--- src/rtl/ramb18_port_arbiter_if.sv ---
// Bundle between the two read / two write requesters, the arbiter, and the shared RAM ports.
// The master side is the requesters and the RAM together: it drives the requests and ram_read_data.
interface ramb18_port_arbiter_if #(
  parameter int ADDR_WIDTH = 10,
  parameter int DATA_WIDTH = 18
);
  logic                  rd0_valid;
  logic [ADDR_WIDTH-1:0] rd0_addr;
  logic                  rd0_ready;
  logic                  rd0_data_valid;
  logic                  rd1_valid;
  logic [ADDR_WIDTH-1:0] rd1_addr;
  logic                  rd1_ready;
  logic                  rd1_data_valid;
  logic [DATA_WIDTH-1:0] rd_data;

  logic                  wr0_valid;
  logic [ADDR_WIDTH-1:0] wr0_addr;
  logic [DATA_WIDTH-1:0] wr0_data;
  logic                  wr0_ready;
  logic                  wr1_valid;
  logic [ADDR_WIDTH-1:0] wr1_addr;
  logic [DATA_WIDTH-1:0] wr1_data;
  logic                  wr1_ready;

  logic [ADDR_WIDTH-1:0] ram_read_addr;
  logic [DATA_WIDTH-1:0] ram_read_data;
  logic [ADDR_WIDTH-1:0] ram_write_addr;
  logic [DATA_WIDTH-1:0] ram_write_data;
  logic                  ram_write_en;

  modport master (
    output rd0_valid, rd0_addr, rd1_valid, rd1_addr,
    output wr0_valid, wr0_addr, wr0_data, wr1_valid, wr1_addr, wr1_data,
    output ram_read_data,
    input  rd0_ready, rd0_data_valid, rd1_ready, rd1_data_valid, rd_data,
    input  wr0_ready, wr1_ready,
    input  ram_read_addr, ram_write_addr, ram_write_data, ram_write_en
  );

  modport slave (
    input  rd0_valid, rd0_addr, rd1_valid, rd1_addr,
    input  wr0_valid, wr0_addr, wr0_data, wr1_valid, wr1_addr, wr1_data,
    input  ram_read_data,
    output rd0_ready, rd0_data_valid, rd1_ready, rd1_data_valid, rd_data,
    output wr0_ready, wr1_ready,
    output ram_read_addr, ram_write_addr, ram_write_data, ram_write_en
  );
endinterface

--- src/rtl/ramb18_port_arbiter.sv ---
// Round-robin arbiter sharing one RAMB18 read port and one write port between two readers
// and two writers, with same-address read/write collision avoidance and a read starvation guard.
module ramb18_port_arbiter #(
  parameter int ADDR_WIDTH     = 10,
  parameter int DATA_WIDTH     = 18,
  parameter int MAX_READ_STALL = 4
) (
  input logic                 clk,
  input logic                 rst,
  ramb18_port_arbiter_if.slave bus
);
  localparam int STALL_W = (MAX_READ_STALL > 0) ? $clog2(MAX_READ_STALL + 1) : 1;
  localparam logic [STALL_W-1:0] STALL_LIMIT = STALL_W'(MAX_READ_STALL);

  logic                  rd_last;
  logic                  wr_last;
  logic [STALL_W-1:0]    stall_cnt;
  logic                  rd0_dv;
  logic                  rd1_dv;

  logic                  rd_any;
  logic                  wr_any;
  logic                  rd_pick;
  logic                  wr_pick;
  logic [ADDR_WIDTH-1:0] rd_addr;
  logic [ADDR_WIDTH-1:0] wr_addr;
  logic [DATA_WIDTH-1:0] wr_data;
  logic                  collide;
  logic                  stall_out;
  logic                  rd_go;
  logic                  wr_go;

  always_comb begin
    rd_any    = bus.rd0_valid | bus.rd1_valid;
    wr_any    = bus.wr0_valid | bus.wr1_valid;
    // With both requesting, the one not served last wins; otherwise the lone requester wins.
    rd_pick   = (bus.rd0_valid & bus.rd1_valid) ? ~rd_last : bus.rd1_valid;
    wr_pick   = (bus.wr0_valid & bus.wr1_valid) ? ~wr_last : bus.wr1_valid;
    rd_addr   = rd_pick ? bus.rd1_addr : bus.rd0_addr;
    wr_addr   = wr_pick ? bus.wr1_addr : bus.wr0_addr;
    wr_data   = wr_pick ? bus.wr1_data : bus.wr0_data;
    collide   = rd_any & wr_any & (rd_addr == wr_addr);
    stall_out = (stall_cnt == STALL_LIMIT);
    rd_go     = ~rst & rd_any & (~collide | stall_out);
    wr_go     = ~rst & wr_any & (~collide | ~stall_out);
  end

  always_comb begin
    bus.rd0_ready      = rd_go & ~rd_pick;
    bus.rd1_ready      = rd_go & rd_pick;
    bus.wr0_ready      = wr_go & ~wr_pick;
    bus.wr1_ready      = wr_go & wr_pick;
    bus.ram_read_addr  = rd_go ? rd_addr : '0;
    bus.ram_write_en   = wr_go;
    bus.ram_write_addr = wr_go ? wr_addr : '0;
    bus.ram_write_data = wr_go ? wr_data : '0;
    // Masked by rst so a read granted just before reset never reports data during reset.
    bus.rd0_data_valid = rd0_dv & ~rst;
    bus.rd1_data_valid = rd1_dv & ~rst;
    bus.rd_data        = bus.ram_read_data;
  end

  always_ff @(posedge clk) begin
    if (rst) begin
      rd_last   <= 1'b1;
      wr_last   <= 1'b1;
      stall_cnt <= '0;
      rd0_dv    <= 1'b0;
      rd1_dv    <= 1'b0;
    end else begin
      if (rd_go) rd_last <= rd_pick;
      if (wr_go) wr_last <= wr_pick;
      stall_cnt <= (collide && !stall_out) ? stall_cnt + 1'b1 : '0;
      rd0_dv    <= rd_go & ~rd_pick;
      rd1_dv    <= rd_go & rd_pick;
    end
  end
endmodule

--- src/flat_wrapper.sv ---
// flat-port wrapper written by rule: the top's interface ports become plain ports
module ramb18_port_arbiter_flat 
#(
  parameter int ADDR_WIDTH     = 10,
  parameter int DATA_WIDTH     = 18,
  parameter int MAX_READ_STALL = 4
)
  (clk, rst, bus_rd0_valid, bus_rd0_addr, bus_rd1_valid, bus_rd1_addr, bus_wr0_valid, bus_wr0_addr, bus_wr0_data, bus_wr1_valid, bus_wr1_addr, bus_wr1_data, bus_ram_read_data, bus_rd0_ready, bus_rd0_data_valid, bus_rd1_ready, bus_rd1_data_valid, bus_rd_data, bus_wr0_ready, bus_wr1_ready, bus_ram_read_addr, bus_ram_write_addr, bus_ram_write_data, bus_ram_write_en);
  ramb18_port_arbiter_if #(.ADDR_WIDTH(ADDR_WIDTH), .DATA_WIDTH(DATA_WIDTH)) bus_i ();
  input logic clk;
  input logic rst;
  input wire logic [$bits(bus_i.rd0_valid)-1:0] bus_rd0_valid;
  input wire logic [$bits(bus_i.rd0_addr)-1:0] bus_rd0_addr;
  input wire logic [$bits(bus_i.rd1_valid)-1:0] bus_rd1_valid;
  input wire logic [$bits(bus_i.rd1_addr)-1:0] bus_rd1_addr;
  input wire logic [$bits(bus_i.wr0_valid)-1:0] bus_wr0_valid;
  input wire logic [$bits(bus_i.wr0_addr)-1:0] bus_wr0_addr;
  input wire logic [$bits(bus_i.wr0_data)-1:0] bus_wr0_data;
  input wire logic [$bits(bus_i.wr1_valid)-1:0] bus_wr1_valid;
  input wire logic [$bits(bus_i.wr1_addr)-1:0] bus_wr1_addr;
  input wire logic [$bits(bus_i.wr1_data)-1:0] bus_wr1_data;
  input wire logic [$bits(bus_i.ram_read_data)-1:0] bus_ram_read_data;
  output wire logic [$bits(bus_i.rd0_ready)-1:0] bus_rd0_ready;
  output wire logic [$bits(bus_i.rd0_data_valid)-1:0] bus_rd0_data_valid;
  output wire logic [$bits(bus_i.rd1_ready)-1:0] bus_rd1_ready;
  output wire logic [$bits(bus_i.rd1_data_valid)-1:0] bus_rd1_data_valid;
  output wire logic [$bits(bus_i.rd_data)-1:0] bus_rd_data;
  output wire logic [$bits(bus_i.wr0_ready)-1:0] bus_wr0_ready;
  output wire logic [$bits(bus_i.wr1_ready)-1:0] bus_wr1_ready;
  output wire logic [$bits(bus_i.ram_read_addr)-1:0] bus_ram_read_addr;
  output wire logic [$bits(bus_i.ram_write_addr)-1:0] bus_ram_write_addr;
  output wire logic [$bits(bus_i.ram_write_data)-1:0] bus_ram_write_data;
  output wire logic [$bits(bus_i.ram_write_en)-1:0] bus_ram_write_en;
  assign bus_i.rd0_valid = bus_rd0_valid;
  assign bus_i.rd0_addr = bus_rd0_addr;
  assign bus_i.rd1_valid = bus_rd1_valid;
  assign bus_i.rd1_addr = bus_rd1_addr;
  assign bus_i.wr0_valid = bus_wr0_valid;
  assign bus_i.wr0_addr = bus_wr0_addr;
  assign bus_i.wr0_data = bus_wr0_data;
  assign bus_i.wr1_valid = bus_wr1_valid;
  assign bus_i.wr1_addr = bus_wr1_addr;
  assign bus_i.wr1_data = bus_wr1_data;
  assign bus_i.ram_read_data = bus_ram_read_data;
  assign bus_rd0_ready = bus_i.rd0_ready;
  assign bus_rd0_data_valid = bus_i.rd0_data_valid;
  assign bus_rd1_ready = bus_i.rd1_ready;
  assign bus_rd1_data_valid = bus_i.rd1_data_valid;
  assign bus_rd_data = bus_i.rd_data;
  assign bus_wr0_ready = bus_i.wr0_ready;
  assign bus_wr1_ready = bus_i.wr1_ready;
  assign bus_ram_read_addr = bus_i.ram_read_addr;
  assign bus_ram_write_addr = bus_i.ram_write_addr;
  assign bus_ram_write_data = bus_i.ram_write_data;
  assign bus_ram_write_en = bus_i.ram_write_en;
  ramb18_port_arbiter #(.ADDR_WIDTH(ADDR_WIDTH), .DATA_WIDTH(DATA_WIDTH), .MAX_READ_STALL(MAX_READ_STALL)) u_core (.clk(clk), .rst(rst), .bus(bus_i));
endmodule
--- config.mk ---
export PLATFORM = sky130hd
export DESIGN_NAME = ramb18_port_arbiter_flat
export DESIGN_NICKNAME = d
export VERILOG_FILES = /design/src/rtl/ramb18_port_arbiter_if.sv /design/src/rtl/ramb18_port_arbiter.sv /design/src/flat_wrapper.sv
export SDC_FILE = /design/constraint.sdc
export NUM_CORES = 1
export LEC_CHECK = 0
export CAP_MARGIN = 20
export CORE_MARGIN = 2
export CORE_UTILIZATION = 27
export DETAILED_ROUTE_END_ITERATION = 16
export PLACE_DENSITY = 0.89
export SYNTH_ARGS = -nofsm -noshare
export SYNTH_HDL_FRONTEND = slang
export SYNTH_SLANG_ARGS = --single-unit
--- constraint.sdc ---
create_clock -name clk -period 6.4 [get_ports clk]
set_input_delay 1.28 -clock clk [delete_from_list [all_inputs] [get_ports clk]]
set_output_delay 1.28 -clock clk [all_outputs]
set_load 0.01 [all_outputs]
==> impl_summary.txt <==
----------------------------------------------------
[Layout]
  Nets@finish ... 391
  Fill cells ... 386
  Proportion of layout cells with a drive suffix above 1 ... 3.819%
  Growth of design area from synthesis to finish ... 105.0%
  Total non-filler cell area in the finished layout ... 2399 µm²
  Diode insertion count for antenna repair ... 0

[Critical path]
  Critical Path Start Type ... input pin
  Signal arrival time at the worst endpoint ... 4.61 ns
  Data required time of the worst path ... 5.12 ns
  RR Startpoint ... u_core.rd_last
  Highest fanout seen on the critical path ... 26
  Crit path capture type ... primary output
  Critical register-to-register path endpoint ... u_core.rd0_dv
  Flop2flop setup slack ... 3.77 ns
  Worst reg2reg path depth ... 8
  CP Class ... input pin to primary output

[Logic synthesis]
  Total standard cell area after synthesis ... 1170 µm²
  Main synth FF type ... sky130_fd_sc_hd__dfxtp_1
  Distinct cells, synth ... 23
  Post-synth net total ... 283
  Cell type with the largest total area after synthesis ... sky130_fd_sc_hd__mux2i_1
  Number of enable flip-flop cells after synthesis ... 0
  Most instantiated library cell after synthesis ... sky130_fd_sc_hd__nand2_1
  Commonest cells in the synthesized netlist ... 41 x sky130_fd_sc_hd__nand2_1, 31 x sky130_fd_sc_hd__nor2_1, 22 x sky130_fd_sc_hd__buf_4
  Gate count of the mapped netlist ... 181
  Number of flip-flops and latches in the synthesized netlist ... 7
  Async S/R FF share, synth ... 0%
  Top-area cell type share of the netlist area ... 17.11%
  Dominant cells by area after synthesis ... sky130_fd_sc_hd__mux2i_1 17%, sky130_fd_sc_hd__buf_4 14%, sky130_fd_sc_hd__nand2_1 13%, sky130_fd_sc_hd__dfxtp_1 12%, sky130_fd_sc_hd__nor2_1 9.9%
  Mean area per synthesized cell ... 6.463 µm²
  Number of warnings issued by yosys ... 0
  Portion of the post-synthesis area used by sequential elements ... 11.98%

[Clocking]
  Clock network latency to the later pin of the worst-skew pair ... 0.23 ns
  Number of gates resized after cts ... 0
  TritonCTS Sinks ... 7
  Cell chosen for the clock root ... sky130_fd_sc_hd__clkbuf_8
  Total number of H-tree levels ... 1
  Post-CTS clock slew at the launch and capture registers of the worst setup and hold paths ... 0.04 ns
  Number of clock buffers inserted by TritonCTS ... 3
  Number of buffers on the longest clock path ... 2
  Buffer count from post-CTS setup fixing ... 0
  CTS tree ... yes
  Post-cts hold buffer count ... 0

[Floorplanning]
  Row cnt ... 23
  Top-level I/O count ... 163
  Core Region ... 4086 µm²
  Effective utilization at floorplan ... 28.63%
  Horizontal die dimension ... 69.83 µm
  Die area ... 4876 µm²
  Die span in y ... 69.83 µm

[Min path]
  Worst hold path depth ... 1
  Origin of the worst min-delay path ... u_core.stall_cnt[0]
  End of the worst hold path ... u_core.stall_cnt[0]
  Worst hold path type ... flop to flop

[Power and ir drop]
  Design Power ... 273.8 µW
  Leakage Power ... 0.9574 nW
  Maximum vdd drop ... 0.00005682 V
  Power per cell area ... 114.2 nW/µm²

[Timing]
  Count of final max-slew check failures ... 0
  Slew of the pin with the lowest slew margin ... 0.6240 ns
  Timing-limited maximum frequency ... 0.1697 GHz
  Final hold viol count ... 0
  Slew margin rel. ... 58.30%
  Setup TNS ... 0 ns
  RSZ-0062 raised after global routing ... no
  Final period util ... 92.10%
  Minimum clock period ... 5.894 ns
  Count of endpoints failing setup in the final report ... 0
  Worst-case clock skew ... 0.003112 ns

[Route]
  Post-detailed-route wirelength per cell ... 13.90 µm
  Detailed-router iteration count before antenna repair ... 4
  Total detailed-routing wirelength ... 4699 µm
  Post-route DRC violation count ... 0
  Post-DR vias/cell ... 4.654
  Post-DRT Antenna Nets ... 0
  Detailed router's first-iteration violation count ... 57
  Total via count in the routed design ... 1,573

[Global route]
  GRT Overall Usage ... 18.97%
  Maximum number of pins on one net before global-route repair ... 27
  Global-route wire length before repair ... 7507 µm
  Number of antenna violations at the first check in global routing ... 0
  Via count of the first global-routing pass ... 1,579
  Leftover overflow at the end of global routing ... 0

[Place]
  Buffers on Ports ... 126
  Cell area reported after detailed placement ... 2354 µm²
  Post-detail-place hpwl ... 3943 µm
  Placer congestion estimate ... 0.8509

[Flow run]
  Max-Cap Viols ... 0

[Outcome]
  Result of the run ... finished clean

----------------------------------------------------
## worst max-delay path, cell delays in order
cell and delay [ns]:
sky130_fd_sc_hd__clkdlybuf4s50_1 0.52, sky130_fd_sc_hd__a21boi_4 0.34, sky130_fd_sc_hd__buf_4 0.25, sky130_fd_sc_hd__mux2i_1 0.34, sky130_fd_sc_hd__xnor2_1 0.16, sky130_fd_sc_hd__nand3_1 0.12, sky130_fd_sc_hd__or4_4 0.56, sky130_fd_sc_hd__nand2_1 0.26
sky130_fd_sc_hd__buf_12 0.21, sky130_fd_sc_hd__a21oi_1 0.07, sky130_fd_sc_hd__clkdlybuf4s50_1 0.49
## metrics by stage
step / util, % / hold slack, ns / setup WS [ns] / instances
3_5_place_dp: 57.59 / 0.4457 / 0.5126 / 334
4_1_cts: 58.70 / 0.4635 / 0.4912 / 338
5_1_grt: 58.70 / 0.4965 / 0.3261 / 338
6_report: 58.70 / 0.4643 / 0.5057 / 338
2_1_floorplan: - / 0.4173 / 1.989 / 181
3_3_place_gp: 57.59 / 0.4298 / 0.5632 / 334
## final cells by class
| type | instances | area (µm²) | area share [%] |
|---|---|---|---|
| clock buffers | 4 | 45.04 | 1.878 |
| inverters | 6 | 22.52 | 0.9390 |
| repair buffers | 130 | 1304 | 54.36 |
| well taps | 50 | 62.56 | 2.608 |
| flip-flops and latches | 7 | 140.1 | 5.842 |
| multi-input cells | 141 | 824.5 | 34.38 |
## routing by layer
| layer | vias up | share of wire (%) | GRT usage, % |
|---|---|---|---|
| met5 | - | 0 | 0 |
| li1 | 788 | - | - |
| met2 | 78 | 51 | 34.39 |
| met1 | 697 | 40 | 21.89 |
| met4 | 0 | 1.7 | 5.769 |
| met3 | 10 | 6.9 | 4.360 |
## cells by family after synthesis
| kind of cell | count (synthesis) | synth area share [%] |
|---|---|---|
| AOI/OAI and AO/OA | 24 | 12.51 |
| xor gates and xnor gates | 11 | 8.235 |
| adders and majority gates | 2 | 2.139 |
| buffers and inverters | 33 | 17.86 |
| DFF | 7 | 11.98 |
| muxes | 20 | 17.11 |
| and+or+nand+nor | 84 | 30.16 |
## sequential cells by signal (all words and copies together) (netlist names)
name / cells
u_core.stall_cnt: 3
u_core.rd0_dv: 1
u_core.rd1_dv: 1
u_core.rd_last: 1
u_core.wr_last: 1
## how the worst max path moves through the flow
stage | from | end | slack (ns) | cells past startpoint
finish | bus_rd1_valid | bus_ram_write_data[8] | 0.51 | 11
global route | bus_rd1_valid | bus_ram_write_data[8] | 0.33 | 11
CTS | bus_rd1_valid | bus_ram_write_data[8] | 0.49 | 11
detailed placement | bus_rd1_valid | bus_ram_write_data[8] | 0.51 | 11
global placement | bus_rd1_valid | bus_ram_write_data[8] | 0.56 | 11
floorplan | bus_rd1_valid | bus_ram_write_en | 1.99 | 9
## report_power, final
part	internal (mW)	leakage [nW]	switching, mW
clock network	0.0431	0.0228	0.0196
registers	0.0456	0.0574	0.00101
logic	0.0997	0.877	0.0647
## placed cells by master (no fill, tap or decap), drive strengths merged, types with 4 or more instances in the layout
cell           instances
a21oi                 20
buf                    4
clkbuf                 4
clkdlybuf4s50        126
dfxtp                  7
inv                    6
mux2i                 20
nand2                 41
nor2                  31
xnor2                 10
No activity file was read; power rests on OpenSTA's default activity.
